### config.mk
export PLATFORM = sky130hd
export DESIGN_NAME = output_serializer
export DESIGN_NICKNAME = d
export VERILOG_FILES = /design/src/rtl/output_serializer.sv
export SDC_FILE = /design/constraint.sdc
export NUM_CORES = 1
export LEC_CHECK = 0
export ABC_AREA = 1
export ABC_CLOCK_PERIOD_IN_PS = 3000
export BUFFER_PORTS_ARGS = -buffer_cell sky130_fd_sc_hd__buf_4
export CAP_MARGIN = 0
export CORE_UTILIZATION = 30
export DETAILED_ROUTE_END_ITERATION = 10
export GPL_TIMING_DRIVEN = 0
export MAX_ROUTING_LAYER = met4
export PLACE_DENSITY_LB_ADDON = 0.15
export SYNTH_ARGS = -nofsm -noshare
export SYNTH_HDL_FRONTEND = slang
export SYNTH_SLANG_ARGS = --single-unit
### constraint.sdc
create_clock -name Sclk -period 3 [get_ports Sclk]
set_clock_uncertainty 0.15 [all_clocks]
set_input_delay 0.15 -clock Sclk [delete_from_list [all_inputs] [get_ports Sclk]]
set_output_delay 0.15 -clock Sclk [all_outputs]
set_load 0.01 [all_outputs]
### src/rtl/output_serializer.sv
// Stereo parallel-to-serial output stage: buffers one result per channel and
// shifts both words out MSB-first in lockstep once both channels have data.
module output_serializer #(
  parameter int unsigned WIDTH = 40
) (
  input  logic             Sclk,
  input  logic             uni_reset_n,
  input  logic             ALU_finish_L,
  input  logic             ALU_finish_R,
  input  logic [WIDTH-1:0] output_data_L,
  input  logic [WIDTH-1:0] output_data_R,
  output logic             OutReady,
  output logic             OutputL,
  output logic             OutputR,
  output logic             tx_busy,
  output logic             overrun
);

  localparam int unsigned   CW   = (WIDTH > 1) ? $clog2(WIDTH) : 1;
  localparam logic [CW-1:0] LAST = CW'(WIDTH - 1);

  typedef enum logic {
    IDLE,
    SHIFT
  } state_t;

  state_t           state;
  state_t           state_nx;
  logic [CW-1:0]    bit_cnt;
  logic [WIDTH-1:0] hold_L;
  logic [WIDTH-1:0] hold_R;
  logic [WIDTH-1:0] shift_L;
  logic [WIDTH-1:0] shift_R;
  logic             vL;
  logic             vR;
  logic             load;

  always_comb begin
    load     = 1'b0;
    state_nx = state;
    case (state)
      IDLE: begin
        if (vL && vR) begin
          load     = 1'b1;
          state_nx = SHIFT;
        end
      end
      SHIFT: begin
        // The last bit's edge doubles as the reload edge, so back-to-back words have no gap.
        if (bit_cnt == LAST) begin
          if (vL && vR) load = 1'b1;
          else          state_nx = IDLE;
        end
      end
      default: state_nx = IDLE;
    endcase
  end

  always_ff @(posedge Sclk or negedge uni_reset_n) begin
    if (!uni_reset_n) state <= IDLE;
    else              state <= state_nx;
  end

  always_ff @(posedge Sclk or negedge uni_reset_n) begin
    if (!uni_reset_n) begin
      shift_L <= '0;
      shift_R <= '0;
      bit_cnt <= '0;
    end else if (load) begin
      shift_L <= hold_L;
      shift_R <= hold_R;
      bit_cnt <= '0;
    end else if (state == SHIFT) begin
      shift_L <= shift_L << 1;
      shift_R <= shift_R << 1;
      bit_cnt <= (bit_cnt == LAST) ? '0 : bit_cnt + 1'b1;
    end
  end

  // A capture on the consume edge takes priority over clearing the valid flag.
  always_ff @(posedge Sclk or negedge uni_reset_n) begin
    if (!uni_reset_n) begin
      hold_L <= '0;
      vL     <= 1'b0;
    end else if (ALU_finish_L && (!vL || load)) begin
      hold_L <= output_data_L;
      vL     <= 1'b1;
    end else if (load) begin
      vL     <= 1'b0;
    end
  end

  always_ff @(posedge Sclk or negedge uni_reset_n) begin
    if (!uni_reset_n) begin
      hold_R <= '0;
      vR     <= 1'b0;
    end else if (ALU_finish_R && (!vR || load)) begin
      hold_R <= output_data_R;
      vR     <= 1'b1;
    end else if (load) begin
      vR     <= 1'b0;
    end
  end

  always_ff @(posedge Sclk or negedge uni_reset_n) begin
    if (!uni_reset_n) begin
      overrun <= 1'b0;
    end else if ((ALU_finish_L && vL && !load) || (ALU_finish_R && vR && !load)) begin
      overrun <= 1'b1;
    end
  end

  assign OutReady = (state == SHIFT);
  assign tx_busy  = (state == SHIFT);
  assign OutputL  = (state == SHIFT) && shift_L[WIDTH-1];
  assign OutputR  = (state == SHIFT) && shift_R[WIDTH-1];

endmodule

==> flow_metrics.tcl, run 1 <==
set metrics [dict create \
    crit_required_ps 3200 \
    status "completed" \
    p_sw_mw 2.32 \
    drt-initial-drc-count 363 \
    cts_buffer_depth 2 \
    hpwl_um 12100 \
    clk_pin_slew_ps 70 \
    rows 56 \
    cp.arrival_ps 2200 \
    final_area_um2 9750 \
    hold_viol 0 \
    placement.setup.worst_slack_ps 993 \
    postRouteAntennaNets 0 \
    setup-violations-final 0 \
    finalWeightedCongestion 0.736 \
    hold_class "in2async" \
    cap_viol_max_count 0 \
    numCtsBuffers 17 \
    max_freq_mhz 501 \
    grt_overflow_total 0 \
    critPathCaptureType "register" \
    antenna_found_initial 0 \
    drive_gt1_frac 0.172 \
    pwr-share-seq 0.508 \
    cts.sinks 170 \
    h-tree-depth 4 \
    slew_viol_final 0 \
    start_util 0.308 \
    grt_max_degree 111 \
    pwr-share-comb 0.202 \
    slowest_stage "dfrtp_1" \
    slew_headroom 0.561 \
    cp_cell_sequence "ha_1 -> nand2_1 -> nor2_1 -> nand2_1 -> nand2_2 -> nand2_2 -> nand2_2 -> nand2_2 -> buf_2 -> nand2_1 -> nand2_1" \
    io_buffer_count 86 \
    fillers 2429 \
    cts_setup_buffers 0 \
    fin_crit_ps 2000 \
    wl_um 18400 \
    fin_tns_setup_ps 0 \
    yosys_warnings 0 \
    grt_usage 0.164 \
    die-area_um2 24900 \
    critical-path-max-stage-delay_ps 400 \
    syn-num-nets 928 \
    synth_cell_types 20 \
    syn_inst 843 \
    dp.cells 1249 \
    final_cells 1361 \
    drt-pass1-iter-count 4 \
    worst_slack_ps 1000 \
    area_delta_synth_final_pct 33.9 \
    fp.dieW_um 158 \
    netlist_area_um2 7280 \
    wl_per_cell_um 13.5 \
    root_buffer "clkbuf_16" \
    synth_seq_cells 170 \
    grt_pass1_vias 6060 \
    tightest_slew_ps 658 \
    final_nets 1115 \
    fp.dieH_um 158 \
    rsz0062_at_grt "no" \
    start_kind "register" \
    p_per_area_nw_per_um2 770 \
    via_per_inst 4.53 \
    cp_max_fo 10 \
    cts_tree "done" \
    internal-power_mw 5.19 \
    avgSynthCellArea_um2 8.64 \
    dpl_cell_area_um2 8360 \
    clk_latency_ps 420 \
    antenna_cells 0 \
    drcViolationCount 0 \
    core_area_um2 23600 \
    crit_type "reg2reg" \
    irDropWorstVdd_uv 284 \
    yosysSeqAreaShare 0.584 \
    vias 6164 \
    power.static_leakage_nw 4.86 \
    clkPwrFrac 0.290 \
    grt_pass1_wl_um 30800 \
    r2r_cells 11 \
    swShare 0.309 \
    io_pins 89 \
    period_share 0.666 \
]
-- worst max-delay path: cells and delay by family (launching register included) --
family	cells	cell delay (ps)
buffers and inverters	1	260
flip-flops	1	400
adder cells (fa/ha/maj)	1	220
AND/OR/NAND/NOR	9	900
-- power by group through the flow --
stage	registers (mW)	clock network, mW	logic, mW
6_report	3.81	2.18	1.51
5_1_grt	3.93	2.34	1.80
4_1_cts	3.82	2.24	1.56
3_5_place_dp	3.84	0	1.47
3_3_place_gp	3.84	0	1.42
2_1_floorplan	3.66	0	1.06
-- logic make-up (layout without fill, tap and decap cells) --
group | Yosys count | count (layout) | share of synthesized area
AND/OR/NAND/NOR | 593 | 593 | 0.353
AO/OA/AOI/OAI | 6 | 6 | 0.00447
flip-flops | 170 | 170 | 0.584
adder cells (fa/ha/maj) | 1 | 1 | 0.00172
XOR/XNOR | 1 | 1 | 0.00120
buffers and inverters | 72 | 271 | 0.0550
-- metal layers --
layer  global-route usage  wire length, um
met1                0.230             9180
met2                0.244             8600
met3               0.0246              519
met4               0.0485              127
met5                    -                0
-- timing repair --
item / in CTS / in global routing
gates resized for setup: 0 / 0
hold buffers: 81 / 0
hold endpoints to repair: 140 / 0
-- stage by stage --
step	total power [mW]	utilization	hold slack [ps]
finish	7.50	0.413	102
global route	8.07	0.413	150
CTS	7.61	0.413	108
detailed placement	5.31	0.354	-23.0
global placement	5.26	0.353	237
floorplan	4.72	-	-296
-- worst paths after layout --
check,startpoint,end,slack [ps]
worst max register to register,bit_cnt[0],hold_L[13],1000
worst min register to register,hold_R[19],hold_R[19],320
worst max-delay path,bit_cnt[0],hold_L[13],1000
min in group Sclk,ALU_finish_R,hold_R[39],170
worst min-delay path,uni_reset_n,hold_L[32],100
max in group asynchronous,uni_reset_n,hold_R[3],1630
-- cell usage in the layout, fill, tap and decap left out --
| cell | instances |
|---|---|
| nand2_1 | 331 |
| nand3_1 | 240 |
| dfrtp_1 | 170 |
| buf_4 | 88 |
| dlygate4sd3_1 | 81 |
| buf_2 | 32 |
| clkbuf_1 | 18 |
| clkbuf_16 | 17 |
| nand2_2 | 16 |
| inv_1 | 9 |
| buf_6 | 8 |
| nor2_1 | 5 |
| clkinvlp_4 | 4 |
| a21oi_1 | 2 |
| o22ai_1 | 2 |
| o21ai_0 | 2 |
| buf_8 | 2 |
| clkbuf_8 | 2 |
| bufinv_16 | 2 |
| clkinv_2 | 2 |
| inv_2 | 1 |
| inv_8 | 1 |
| xor2_1 | 1 |
| nor3_2 | 1 |
| buf_1 | 1 |
| ha_1 | 1 |
| clkinv_4 | 1 |
| inv_6 | 1 |
| buf_16 | 1 |
-- state kept, by name (all words and copies together), names as in the netlist --
| signal | count |
|---|---|
| vR | 1 |
| hold_R | 40 |
| shift_L | 40 |
| overrun | 1 |
| shift_R | 40 |
| vL | 1 |
| hold_L | 40 |
| OutReady | 1 |
| bit_cnt | 6 |
-- area by class of cell --
type / instances / area (um^2) / share of cell area
flip-flops and latches: 170 / 4250 / 0.436
multi-input cells: 601 / 2630 / 0.269
repair buffers: 168 / 1490 / 0.153
clock buffers: 21 / 460 / 0.0472
well taps: 319 / 399 / 0.0409
plain buffers: 61 / 352 / 0.0361
clock inverters: 10 / 118 / 0.0121
inverters: 11 / 48.8 / 0.00501
-- cell usage after synthesis --
library cell | n | area [um^2]
inv_2 | 1 | 3.75
nor2_1 | 5 | 18.8
o22ai_1 | 2 | 12.5
nand2_2 | 16 | 100
inv_1 | 9 | 33.8
nand3_1 | 240 | 1200
inv_8 | 1 | 11.3
buf_4 | 3 | 22.5
o21ai_0 | 2 | 10.0
nor3_2 | 1 | 10.0
buf_8 | 1 | 15.0
xor2_1 | 1 | 8.76
ha_1 | 1 | 12.5
a21oi_1 | 2 | 10.0
dfrtp_1 | 170 | 4250
buf_6 | 8 | 90.1
buf_1 | 1 | 3.75
buf_2 | 32 | 160
clkbuf_1 | 16 | 60.1
nand2_1 | 331 | 1240
(Power assumes the default switching activity.)
==> run 2: changes to the inputs <==
--- a/config.mk
+++ b/config.mk
@@ -5,8 +5,8 @@
 export SDC_FILE = /design/constraint.sdc
 export NUM_CORES = 1
 export LEC_CHECK = 0
-export ABC_AREA = 1
-export ABC_CLOCK_PERIOD_IN_PS = 3000
+export ABC_AREA = 0
+export ABC_CLOCK_PERIOD_IN_PS = 2090
 export BUFFER_PORTS_ARGS = -buffer_cell sky130_fd_sc_hd__buf_4
 export CAP_MARGIN = 0
 export CORE_UTILIZATION = 30
==> constraint.sdc (replaced) <==
create_clock -name Sclk -period 2.09 [get_ports Sclk]
set_clock_uncertainty 0.15 [all_clocks]
set_input_delay 0.1045 -clock Sclk [delete_from_list [all_inputs] [get_ports Sclk]]
set_output_delay 0.1045 -clock Sclk [all_outputs]
set_load 0.01 [all_outputs]
==> flow_metrics.tcl, run 2 <==
set metrics [dict create \
    start_util 0.309 \
    synth_cell_types 35 \
    cp_max_fo 10 \
    pwr-share-comb 0.271 \
    dpl_cell_area_um2 8950 \
    crit_required_ps 2240 \
    setup-violations-final 0 \
    synth_top_area_share 0.543 \
    multi_input_area_um2 3320 \
    seqCellArea_um2 4260 \
    clk_pin_slew_ps 60 \
    yosys_warnings 0 \
    die-area_um2 26800 \
    fp.dieH_um 164 \
    rows 58 \
    r2r-end "hold_R[12]" \
    avgSynthCellArea_um2 11.8 \
    hold_viol 0 \
    irDropWorstVdd_uv 478 \
    synth_ff_type "dfrtp_1" \
    area_delta_synth_final_pct 34.3 \
    antenna_cells 0 \
    fillers 2460 \
    postRouteAntennaNets 0 \
    syn_inst 667 \
    synth_edf_count 0 \
    drt-initial-drc-count 209 \
    cp.arrival_ps 2200 \
    grt_pass1_vias 5779 \
    antenna_found_initial 0 \
    netlist_area_um2 7840 \
    yosys-top-cells-count "dfrtp_1 (170), nor2_1 (159), mux2_2 (145)" \
    p_per_area_nw_per_um2 1150 \
    synth_seq_cells 170 \
    final_common_cell "dfrtp_1" \
    critPathCaptureType "register" \
    cap_viol_max_count 0 \
    slew_headroom 0.618 \
    grt_max_degree 98 \
    hpwl_um 12200 \
    io_pins 89 \
    rsz0062_at_grt "yes" \
    status "completed" \
    synthAdderAreaFrac 0.00160 \
    clkPwrFrac 0.265 \
    root_buffer "clkbuf_16" \
    h-tree-depth 4 \
    cts_tree "done" \
    synth-xor-area-share 0 \
    p_sw_mw 3.42 \
    wl_per_cell_um 15.0 \
    grt_pass1_wl_um 30000 \
    muxShareOfSynthArea 0.236 \
    r2r_cells 6 \
    period_share 0.978 \
    max_freq_mhz 489 \
    start_kind "register" \
    async_reset_ff_frac 1.00 \
    final_area_um2 10500 \
    reg2reg_slack_ps 40 \
    core_area_um2 25400 \
    fin_util 0.414 \
    crit_type "reg2reg" \
    fp.dieW_um 164 \
    final_nets 949 \
    synth_top_area_cell "dfrtp_1" \
    yosysSeqAreaShare 0.543 \
    cts.sinks 170 \
    wl_um 18100 \
    syn-num-nets 752 \
    synth_compound_area_frac 0.0883 \
    drt-pass1-iter-count 4 \
    power.static_leakage_nw 4.72 \
    drive_gt1_frac 0.376 \
    synthTopCellsByArea "dfrtp_1 (54%), mux2_2 (21%), nor2_1 (7.6%)" \
    internal-power_mw 8.67 \
    cts_buffer_depth 2 \
    clk_latency_ps 430 \
    via_per_inst 4.76 \
    slew_viol_final 0 \
    tightest_slew_ps 574 \
    pwr-share-seq 0.465 \
    swShare 0.283 \
    hold_class "in2async" \
    yosysMostFrequentCell "dfrtp_1" \
    vias 5737 \
    numCtsBuffers 17 \
    mostFrequentLayoutCells "dfrtp_1 (168), nor2_1 (159), mux2_2 (145), buf_4 (98), dlygate4sd3_1 (83)" \
    io_buffer_count 88 \
    grt_overflow_total 0 \
    finalWeightedCongestion 0.784 \
    synthSimpleGateAreaFrac 0.0954 \
    fin_crit_ps 2050 \
    grt_usage 0.149 \
    reg2reg_from "bit_cnt[3]" \
    synth_top_family_by_area "multiplexers" \
    drcViolationCount 0 \
]
-- run 2: cell count changes after synthesis, sizes merged, moves of 4 or more --
cell	change
nor2	+155
clkbuf	-7
o21ai	+5
inv	-9
nand3	-235
o22ai	+76
and2	+4
nand2	-337
buf	-8
mux2	+158
-- run 2: cells by family (layout without fill, tap and decap cells) --
| kind of cell | after synthesis | in the layout |
|---|---|---|
| adders and majority gates | 1 | 1 |
| muxes | 160 | 160 |
| and+or+nand+nor | 186 | 186 |
| DFF | 170 | 170 |
| AOI/OAI and AO/OA | 102 | 102 |
| buffers and inverters | 48 | 257 |
-- run 2: worst max-delay path by stage --
stage / startpoint / slack, ps / to / depth (start not counted)
after global routing: bit_cnt[3] / -20 / hold_R[12] / 6
final: bit_cnt[3] / 40 / hold_R[12] / 6
after detailed placement: OutReady / -480 / OutputR / 5
after CTS: bit_cnt[0] / 20 / hold_R[6] / 6
after floorplan: bit_cnt[0] / 160 / hold_R[13] / 6
after global placement: OutReady / -460 / OutputR / 5
-- run 2: final cells by class --
cell class,instances,share of cell area
plain buffers,46,0.0342
clock buffers,24,0.0448
clock inverters,7,0.0111
inverters,2,0.000713
multi-input cells,449,0.315
flip-flops and latches,170,0.404
well taps,330,0.0392
repair buffers,178,0.150
-- run 2: layer usage --
layer,GRT usage,part of all wire
met2,0.231,0.47
met5,-,0
met3,0.0297,0.029
met4,0.0459,0.011
met1,0.195,0.49
-- run 2: worst max-delay path, stage by stage, from the launching register on --
cell and delay, ps:
dfrtp_2 440, or3b_4 430, nor2_4 190, a31oi_4 110, buf_4 160, buf_8 150, mux2_4 290
-- run 2: power groups by stage --
stage	logic [mW]	clock network [mW]	registers [mW]
3_3_place_gp	2.98	0	5.59
4_1_cts	3.30	3.31	5.62
5_1_grt	3.63	3.46	5.82
6_report	3.27	3.20	5.62
3_5_place_dp	3.13	0	5.66
2_1_floorplan	2.57	0	5.28
-- run 2: metrics by stage --
step	setup slack (ps)	hold slack, ps	TNS [ps]	cells	power (mW)
floorplan	161	-341	0	667	7.85
global placement	-463	188	-46950	1085	8.57
detailed placement	-485	-24.7	-14240	1086	8.79
CTS	19.2	117	0	1203	12.2
global route	-17.8	143	-126	1206	12.9
finish	44.9	113	0	1206	12.1
-- run 2: repair_timing --
item	4_1_cts	5_1_grt
setup buffers	3	3
pin swaps	3	3
endpoints found under the hold margin	156	0
gates resized for setup	16	24
setup endpoints to repair	157	125
hold buffers	83	0
==> run 3: changes to the inputs <==
--- a/config.mk
+++ b/config.mk
@@ -9,7 +9,7 @@
 export ABC_CLOCK_PERIOD_IN_PS = 2090
 export BUFFER_PORTS_ARGS = -buffer_cell sky130_fd_sc_hd__buf_4
 export CAP_MARGIN = 0
-export CORE_UTILIZATION = 30
+export CORE_UTILIZATION = 35
 export DETAILED_ROUTE_END_ITERATION = 10
 export GPL_TIMING_DRIVEN = 0
 export MAX_ROUTING_LAYER = met4
==> flow_metrics.tcl, run 3 (synthesis results as in run 2) <==
set metrics [dict create \
    drt-pass1-iter-count 4 \
    start_util 0.358 \
    critical-path-max-stage-delay_ps 450 \
    fp.dieW_um 152 \
    power.static_leakage_nw 4.72 \
    cp_cell_sequence "or3b_4 -> nor2_4 -> a31oi_4 -> buf_6 -> buf_8 -> mux2_4" \
    start_kind "register" \
    hold_class "in2async" \
    grt_max_degree 115 \
    io_pins 89 \
    cts.sinks 170 \
    vias 5698 \
    reg2reg_from "bit_cnt[3]" \
    core_area_um2 21900 \
    drive_gt1_frac 0.382 \
    slew_viol_final 0 \
    slowest_stage "or3b_4" \
    reg2reg_slack_ps 40 \
    hold_viol 0 \
    postRouteAntennaNets 0 \
    grt_pass1_vias 5844 \
    r2r-end "hold_R[10]" \
    cap_viol_max_count 0 \
    tightest_slew_ps 580 \
    grt_usage 0.168 \
    antenna_found_initial 0 \
    io_buffer_count 88 \
    final_cells 1159 \
    fin_tns_setup_ps 0 \
    wl_per_cell_um 15.2 \
    clk_pin_slew_ps 60 \
    finalWeightedCongestion 0.809 \
    r2r_cells 6 \
    period_share 0.981 \
    root_buffer "clkbuf_16" \
    drcViolationCount 0 \
    final_common_cell "dfrtp_1" \
    die-area_um2 23000 \
    dpl_cell_area_um2 8890 \
    rsz0062_at_grt "yes" \
    crit_required_ps 2240 \
    cts_tree "done" \
    setup-violations-final 0 \
    status "completed" \
    h-tree-depth 4 \
    dp.cells 1036 \
    cp.arrival_ps 2210 \
    fillers 1985 \
    slew_headroom 0.614 \
    total_power_mw 12.2 \
    final_area_um2 10500 \
    critPathCaptureType "register" \
    crit_type "reg2reg" \
    rows 54 \
    numCtsBuffers 17 \
    final_nets 952 \
    fp.dieH_um 152 \
    drt-initial-drc-count 239 \
    max_freq_mhz 488 \
    cts_buffer_depth 2 \
    clk_latency_ps 430 \
    area_delta_synth_final_pct 33.8 \
    mostFrequentLayoutCells "dfrtp_1 (167), nor2_1 (159), mux2_2 (145), buf_4 (98), dlygate4sd3_1 (83)" \
    grt_overflow_total 0 \
    wl_um 17600 \
    grt_pass1_wl_um 29100 \
    antenna_cells 0 \
    irDropWorstVdd_uv 459 \
    fin_crit_ps 2050 \
    via_per_inst 4.92 \
    cp_max_fo 10 \
    p_per_area_nw_per_um2 1160 \
    timing.hold.ws_ps 33.8 \
    hpwl_um 11900 \
]
[run 3: critical path, delay by kind of cell (launching register included)]
family          cells  cell delay, ps
buf+inv             2             290
mux                 1             300
flops               1             430
compound gates      1             110
simple gates        2             660
[run 3: cell type report]
class	instances	area (um^2)	share of cell area
sequential	170	4260	0.406
multi-input combinational	449	3320	0.317
timing repair buffer	182	1610	0.154
clock buffer	21	470	0.0449
tap	280	350	0.0334
buffer	45	323	0.0308
clock inverter	10	143	0.0136
inverter	2	7.51	0.000716
[run 3: how the worst max path moves through the flow]
stage                     from  slack, ps    endpoint
global route                vR        -30  shift_L[4]
floorplan           bit_cnt[0]        160  hold_R[13]
detailed placement    OutReady       -460     OutputR
CTS                 bit_cnt[3]         10  hold_R[10]
global placement      OutReady       -460     OutputL
finish              bit_cnt[3]         40  hold_R[10]
[run 3: report_power, final]
group / switching (mW) / internal, mW / total (mW)
Sequential: 0.988 / 4.64 / 5.63
Clock: 1.29 / 1.97 / 3.26
Combinational: 1.18 / 2.12 / 3.31
Total: 3.46 / 8.74 / 12.2
[run 3: per-stage QoR]
stage          setup WS, ps   util
4_1_cts                10.5  0.476
3_5_place_dp           -460  0.406
2_1_floorplan           161      -
6_report               39.8  0.479
5_1_grt               -28.5  0.479
3_3_place_gp           -461  0.404
[run 3: layer usage]
metal  global-route usage  vias to the layer above  share of wire
met3               0.0338                       15          0.032
met2                0.269                      101           0.48
met1                0.216                     2822           0.47
met4               0.0475                        0          0.012
met5                    -                        -              0
li1                     -                     2760              -
[run 3: timing repair]
item / in CTS / in global routing
hold buffers: 83 / 0
resized for setup: 15 / 18
setup endpoints to repair: 154 / 76
pin swaps: 3 / 5
buffers inserted: 6 / 4
endpoints found under the hold margin: 253 / 0
